$ cat src/rtl/multiplicador_pkg.sv
// rtl/multiplicador_pkg.sv - shared widths and FSM encoding for the 8x8 shift-and-add multiplier
package multiplicador_pkg;

  localparam int LARG_OP   = 8;
  localparam int LARG_PROD = 16;
  localparam int LARG_ACC  = LARG_PROD + 1;

  typedef enum logic [1:0] {
    OCIOSO = 2'b00,
    CALC   = 2'b01,
    FIM    = 2'b10
  } estado_t;

endpackage

$ cat src/rtl/multiplicador8_if.sv
// rtl/multiplicador8_if.sv - start/operand/result bundle for multiplicador8
interface multiplicador8_if;
  import multiplicador_pkg::*;

  logic                 inicio;
  logic [LARG_OP-1:0]   A;
  logic [LARG_OP-1:0]   B;
  logic [LARG_PROD-1:0] P;
  logic                 pronto;
  logic                 ocupado;

  modport master (output inicio, A, B, input P, pronto, ocupado);
  modport slave  (input inicio, A, B, output P, pronto, ocupado);

endinterface

$ cat src/rtl/somador8.sv
// rtl/somador8.sv - 8-bit ripple-carry adder with 9-bit sum
module somador8
  import multiplicador_pkg::*;
(
  input  logic [LARG_OP-1:0] a,
  input  logic [LARG_OP-1:0] b,
  output logic [LARG_OP:0]   s
);

  logic [LARG_OP:0] c;

  always_comb begin
    c = '0;
    s = '0;
    for (int i = 0; i < LARG_OP; i++) begin
      s[i]   = a[i] ^ b[i] ^ c[i];
      c[i+1] = (a[i] & b[i]) | (c[i] & (a[i] ^ b[i]));
    end
    s[LARG_OP] = c[LARG_OP];
  end

endmodule

$ cat src/rtl/multiplicador8.sv
// rtl/multiplicador8.sv - sequential 8x8 unsigned multiplier, one multiplier bit per cycle, LSB first
module multiplicador8
  import multiplicador_pkg::*;
(
  input  logic             clk,
  input  logic             rst_n,
  multiplicador8_if.slave  bus
);

  estado_t              estado_q, estado_d;
  logic [LARG_ACC-1:0]  acc_q, acc_d;
  logic [LARG_OP-1:0]   m_q, m_d;
  logic [2:0]           cnt_q, cnt_d;
  logic [LARG_PROD-1:0] p_q, p_d;
  logic                 pronto_q, pronto_d;

  logic [LARG_OP-1:0]   parcela;
  logic [LARG_OP:0]     soma;

  // Gating the addend keeps a single adder for both the add and the pass-through case.
  assign parcela = acc_q[0] ? m_q : '0;

  somador8 u_somador (
    .a (acc_q[LARG_PROD-1:LARG_OP]),
    .b (parcela),
    .s (soma)
  );

  always_ff @(posedge clk or negedge rst_n) begin
    if (!rst_n) begin
      estado_q <= OCIOSO;
    end else begin
      estado_q <= estado_d;
    end
  end

  always_comb begin
    estado_d = estado_q;
    case (estado_q)
      OCIOSO:  if (bus.inicio) estado_d = CALC;
      CALC:    if (cnt_q == 3'd7) estado_d = FIM;
      FIM:     estado_d = OCIOSO;
      default: estado_d = OCIOSO;
    endcase
  end

  always_comb begin
    bus.ocupado = (estado_q != OCIOSO);
    bus.P       = p_q;
    bus.pronto  = pronto_q;
  end

  always_comb begin
    acc_d    = acc_q;
    m_d      = m_q;
    cnt_d    = cnt_q;
    p_d      = p_q;
    pronto_d = 1'b0;
    case (estado_q)
      OCIOSO: begin
        if (bus.inicio) begin
          m_d   = bus.A;
          acc_d = {1'b0, {LARG_OP{1'b0}}, bus.B};
          cnt_d = 3'd0;
        end
      end
      CALC: begin
        // The sum carry shifts into bit 15, so the top product bit survives.
        acc_d = {1'b0, soma, acc_q[LARG_OP-1:1]};
        cnt_d = cnt_q + 3'd1;
      end
      FIM: begin
        p_d      = acc_q[LARG_PROD-1:0];
        pronto_d = 1'b1;
      end
      default: ;
    endcase
  end

  always_ff @(posedge clk or negedge rst_n) begin
    if (!rst_n) begin
      acc_q    <= '0;
      m_q      <= '0;
      cnt_q    <= '0;
      p_q      <= '0;
      pronto_q <= 1'b0;
    end else begin
      acc_q    <= acc_d;
      m_q      <= m_d;
      cnt_q    <= cnt_d;
      p_q      <= p_d;
      pronto_q <= pronto_d;
    end
  end

endmodule
$ cat src/flat_wrapper.sv
// flat-port wrapper written by rule: the top's interface ports become plain ports
module multiplicador8_flat import multiplicador_pkg::*;
  (clk, rst_n, bus_inicio, bus_A, bus_B, bus_P, bus_pronto, bus_ocupado);
  multiplicador8_if bus_i ();
  input  logic clk;
  input  logic rst_n;
  input wire logic [$bits(bus_i.inicio)-1:0] bus_inicio;
  input wire logic [$bits(bus_i.A)-1:0] bus_A;
  input wire logic [$bits(bus_i.B)-1:0] bus_B;
  output wire logic [$bits(bus_i.P)-1:0] bus_P;
  output wire logic [$bits(bus_i.pronto)-1:0] bus_pronto;
  output wire logic [$bits(bus_i.ocupado)-1:0] bus_ocupado;
  assign bus_i.inicio = bus_inicio;
  assign bus_i.A = bus_A;
  assign bus_i.B = bus_B;
  assign bus_P = bus_i.P;
  assign bus_pronto = bus_i.pronto;
  assign bus_ocupado = bus_i.ocupado;
  multiplicador8 u_core (.clk(clk), .rst_n(rst_n), .bus(bus_i));
endmodule
$ cat config.mk
export PLATFORM = sky130hd
export DESIGN_NAME = multiplicador8_flat
export DESIGN_NICKNAME = d
export VERILOG_FILES = /design/src/rtl/multiplicador_pkg.sv /design/src/rtl/multiplicador8_if.sv /design/src/rtl/somador8.sv /design/src/rtl/multiplicador8.sv /design/src/flat_wrapper.sv
export SDC_FILE = /design/constraint.sdc
export NUM_CORES = 1
export LEC_CHECK = 0
export ABC_AREA = 0
export BUFFER_PORTS_ARGS = -buffer_cell sky130_fd_sc_hd__buf_4
export CAP_MARGIN = 20
export CORE_AREA = 4 4 60 89
export DETAILED_ROUTE_END_ITERATION = 12
export DIE_AREA = 0 0 64 93
export PLACE_DENSITY = 0.63
export SETUP_SLACK_MARGIN = 0.15
export SLEW_MARGIN = 40
export SYNTH_ARGS = -nofsm -noshare
export SYNTH_HDL_FRONTEND = slang
export SYNTH_SLANG_ARGS = --single-unit
$ cat constraint.sdc
create_clock -name clk -period 4.9 [get_ports clk]
set_input_delay 0.245 -clock clk [delete_from_list [all_inputs] [get_ports clk]]
set_output_delay 0.245 -clock clk [all_outputs]
set_load 0.01 [all_outputs]
==> results.md <==
- Fin crit period: approximately 3.8 ns
- Share of cells above drive strength 1: 0.325
- CTS Sinks: 46
- Clock power frac: 0.175
- H-tree depth: 2
- Total Routing Usage GR: 0.153
- Average wire per standard cell: 15.2 um
- Slew @ Worst Pin: between 0.5 and 0.6 ns
- Worst path arrival time: about 4.0 ns
- Mapped Nets: ~190
- Flops & latches, synth: 46
- Worst setup margin: 1.07 ns
- RSZ-0062 raised after global routing: no
- Cell Area, Synth: 2070 um2
- Row count: 30
- Port buffer count: 36
- Leakage: 1.20 nW
- ANT cells: 0
- R2R cell count: 12
- Ys async rst share: 1.00
- Die width: 64 um
- # DRC: 0
- Initial detailed-routing violation count: 50
- Pin count of the biggest net entering global routing: between 40 and 50
- Nets@finish: about 230
- Net Sw Power: around 550 uW
- Die area: just under 6000 um2
- Clk_skew: roughly 0.01 ns
- Bufs and invs on worst path: 2
- Crit-path cells: and2_1, ha_1, inv_1, fa_1, fa_1, fa_1, fa_1, fa_1, inv_1, fa_1, fa_1, a22o_1
- Clock Path Buffers: 2
- Remaining antenna violation count: 0
- Setup Fix Bufs, Post-CTS: 0
- Clock slew at reported path FFs: about 0.080 ns
- YS warnings: 0
- CTS tree: yes
- Pwr Density: 645 nW/um2
- FILL cells: 424
- Hold path cells: 2
- Pre-CTS setup slack: between 1 and 1.5 ns
- Final Cell Area: ~2500 um2
- Final setup vio count: 0
- CTS Root Cell: clkbuf_8
- Switching part of the total: 0.347
- Main flop type after synthesis: dfrtp_1
- Critical Path Stages: 12
- DRT Pass-1 Iters: 4
- Final Cycle Share: 0.781
- Combinational share of power: 0.399
- Status: finished, final reports clean
- Crit Path Class: reg2reg
- Initial Util: 0.455
- Routability cong.: 0.759
- Die H: slightly above 90 um
- Final Hold Fails: 0
- Cell count after synthesis: roughly 160
- Avg Synthesized Cell Area: around 13 um2
- Finished Core Util: 0.546
- Seq/Total Area, Yosys: 0.557
- Core area: about 4500 um2
- Initial antenna violation count: 0
- Multi-input logic area: ~810 um2
- First-pass GRT wire length: ~7000 um
- Clock Latency Late Sink: roughly 0.3 ns
- Relative slew slack: 0.615
- Via density: approximately 5
- Sequential Area: between 1000 and 1500 um2
- Worst path max stage delay: approximately 0.50 ns
- Critical Path Slowest Stage Cell: dfrtp_1
- CP most frequent cell: fa_1
- Final wirelength: about 4000 um
- Crit path required time: slightly above 5 ns
- Grt ovf: 0
- Vias: around 1300
- Area growth syn-to-layout: 19.9%
- Critical Path End Type: register
- DP Wirelength: 2830 um
- Final total power: 1.60 mW
- CTS Buf Count: 5
- # IOs: 37
- Sequential share of power: 0.427
- Distinct cell type count after synthesis: 24
- Startpoint types: register
- Max-Cap Viols: 0
- VDD IR max: about 0.27 mV
- Crit path max fanout: 9
- Vias in the first global route: about 1400
- Max-slew violations: 0
- CP top delay family: adder cells
- Int Power: ~1.0 mW
- DP Area: roughly 2400 um2
- Fmax: about 260 MHz
- Worst Hold Class: in2reg
- Number of flops mapped to enable cells by yosys: 0
- Setup TNS: 0 ns
[layout make-up]
cell class	instances	share of cell area
sequential	46	0.464
clock buffer	6	0.0293
inverter	12	0.0182
tap	64	0.0323
multi-input combinational	97	0.328
timing repair buffer	37	0.113
clock inverter	2	0.0151
[metrics by stage]
| stage | hold WS (ns) | instances |
|---|---|---|
| global route | 0.162 | 264 |
| global placement | 0.277 | 255 |
| detailed placement | 0.280 | 255 |
| floorplan | -0.0506 | 163 |
| CTS | 0.168 | 264 |
| finish | 0.174 | 264 |
[power by group through the flow]
stage	Clock [mW]	Sequential (mW)	Combinational, mW
floorplan	0	0.673	0.440
global placement	0	0.682	0.611
detailed placement	0	0.690	0.647
CTS	0.285	0.684	0.654
global route	0.305	0.707	0.726
finish	0.279	0.682	0.637
[sequential cells by signal, indices dropped and copies added, names as in the netlist]
signal             count
u_core.acc_q          16
u_core.bus.P          16
u_core.m_q             8
u_core.cnt_q           3
u_core.estado_q        2
u_core.bus.pronto      1
[per-layer routing]
layer	GRT usage	up-vias	part of all wire	wire, um
li1	-	633	-	-
met1	0.188	656	0.44	1750
met2	0.249	33	0.51	2030
met3	0.0421	5	0.040	159
met4	0.0667	0	0.018	72
met5	0	-	0	0
[Yosys cell counts, types with 2 or more instances]
master / number / area share
buf_6: 3 / 0.016
o22ai_1: 14 / 0.042
inv_1: 12 / 0.022
buf_4: 2 / 0.0073
and2_1: 3 / 0.0091
mux2_2: 10 / 0.054
o21ai_0: 12 / 0.029
fa_1: 7 / 0.068
mux2_4: 8 / 0.058
a22o_1: 5 / 0.021
nand2_1: 17 / 0.031
ha_1: 3 / 0.018
buf_2: 2 / 0.0048
dfrtp_1: 46 / 0.56
a21oi_1: 9 / 0.022
nand2b_1: 2 / 0.0061
[logic make-up (layout without fill, tap and decap cells)]
logic type	Yosys count	after routing	synth area share
and+or+nand+nor	27	27	0.0702
AOI/OAI and AO/OA	42	42	0.122
muxes	18	18	0.113
adders and majority gates	10	10	0.0860
buffers and inverters	20	57	0.0521
DFF	46	46	0.557
[layout by cell type (no fill, tap or decap), types with 7 or more instances in the layout]
cell type / count
dfrtp_1: 46
buf_4: 36
nand2_1: 17
o22ai_1: 14
inv_1: 12
o21ai_0: 12
mux2_2: 10
a21oi_1: 9
mux2_4: 8
fa_1: 7
[path summary, 6_finish.rpt]
| kind | from | to | slack (ns) |
|---|---|---|---|
| min in group asynchronous | rst_n | u_core.acc_q[2]$_DFFE_PN0P_ | 0.48 |
| worst min register to register | u_core.bus.P[11]$_DFFE_PN0P_ | u_core.bus.P[11]$_DFFE_PN0P_ | 0.48 |
| worst max register to register | u_core.acc_q[0]$_DFFE_PN0P_ | u_core.acc_q[14]$_DFFE_PN0P_ | 1.07 |
| worst max-delay path | u_core.acc_q[0]$_DFFE_PN0P_ | u_core.acc_q[14]$_DFFE_PN0P_ | 1.07 |
| worst min-delay path | bus_A[7] | u_core.m_q[7]$_DFFE_PN0P_ | 0.17 |
| max in group asynchronous | rst_n | u_core.m_q[0]$_DFFE_PN0P_ | 4.01 |
[what timing repair did]
item | CTS | global route
hold buffers | 1 | 0
resized for setup | 0 | 0
endpoints found under the hold margin | 46 | 0
No activity file was read; power rests on OpenSTA's default activity.
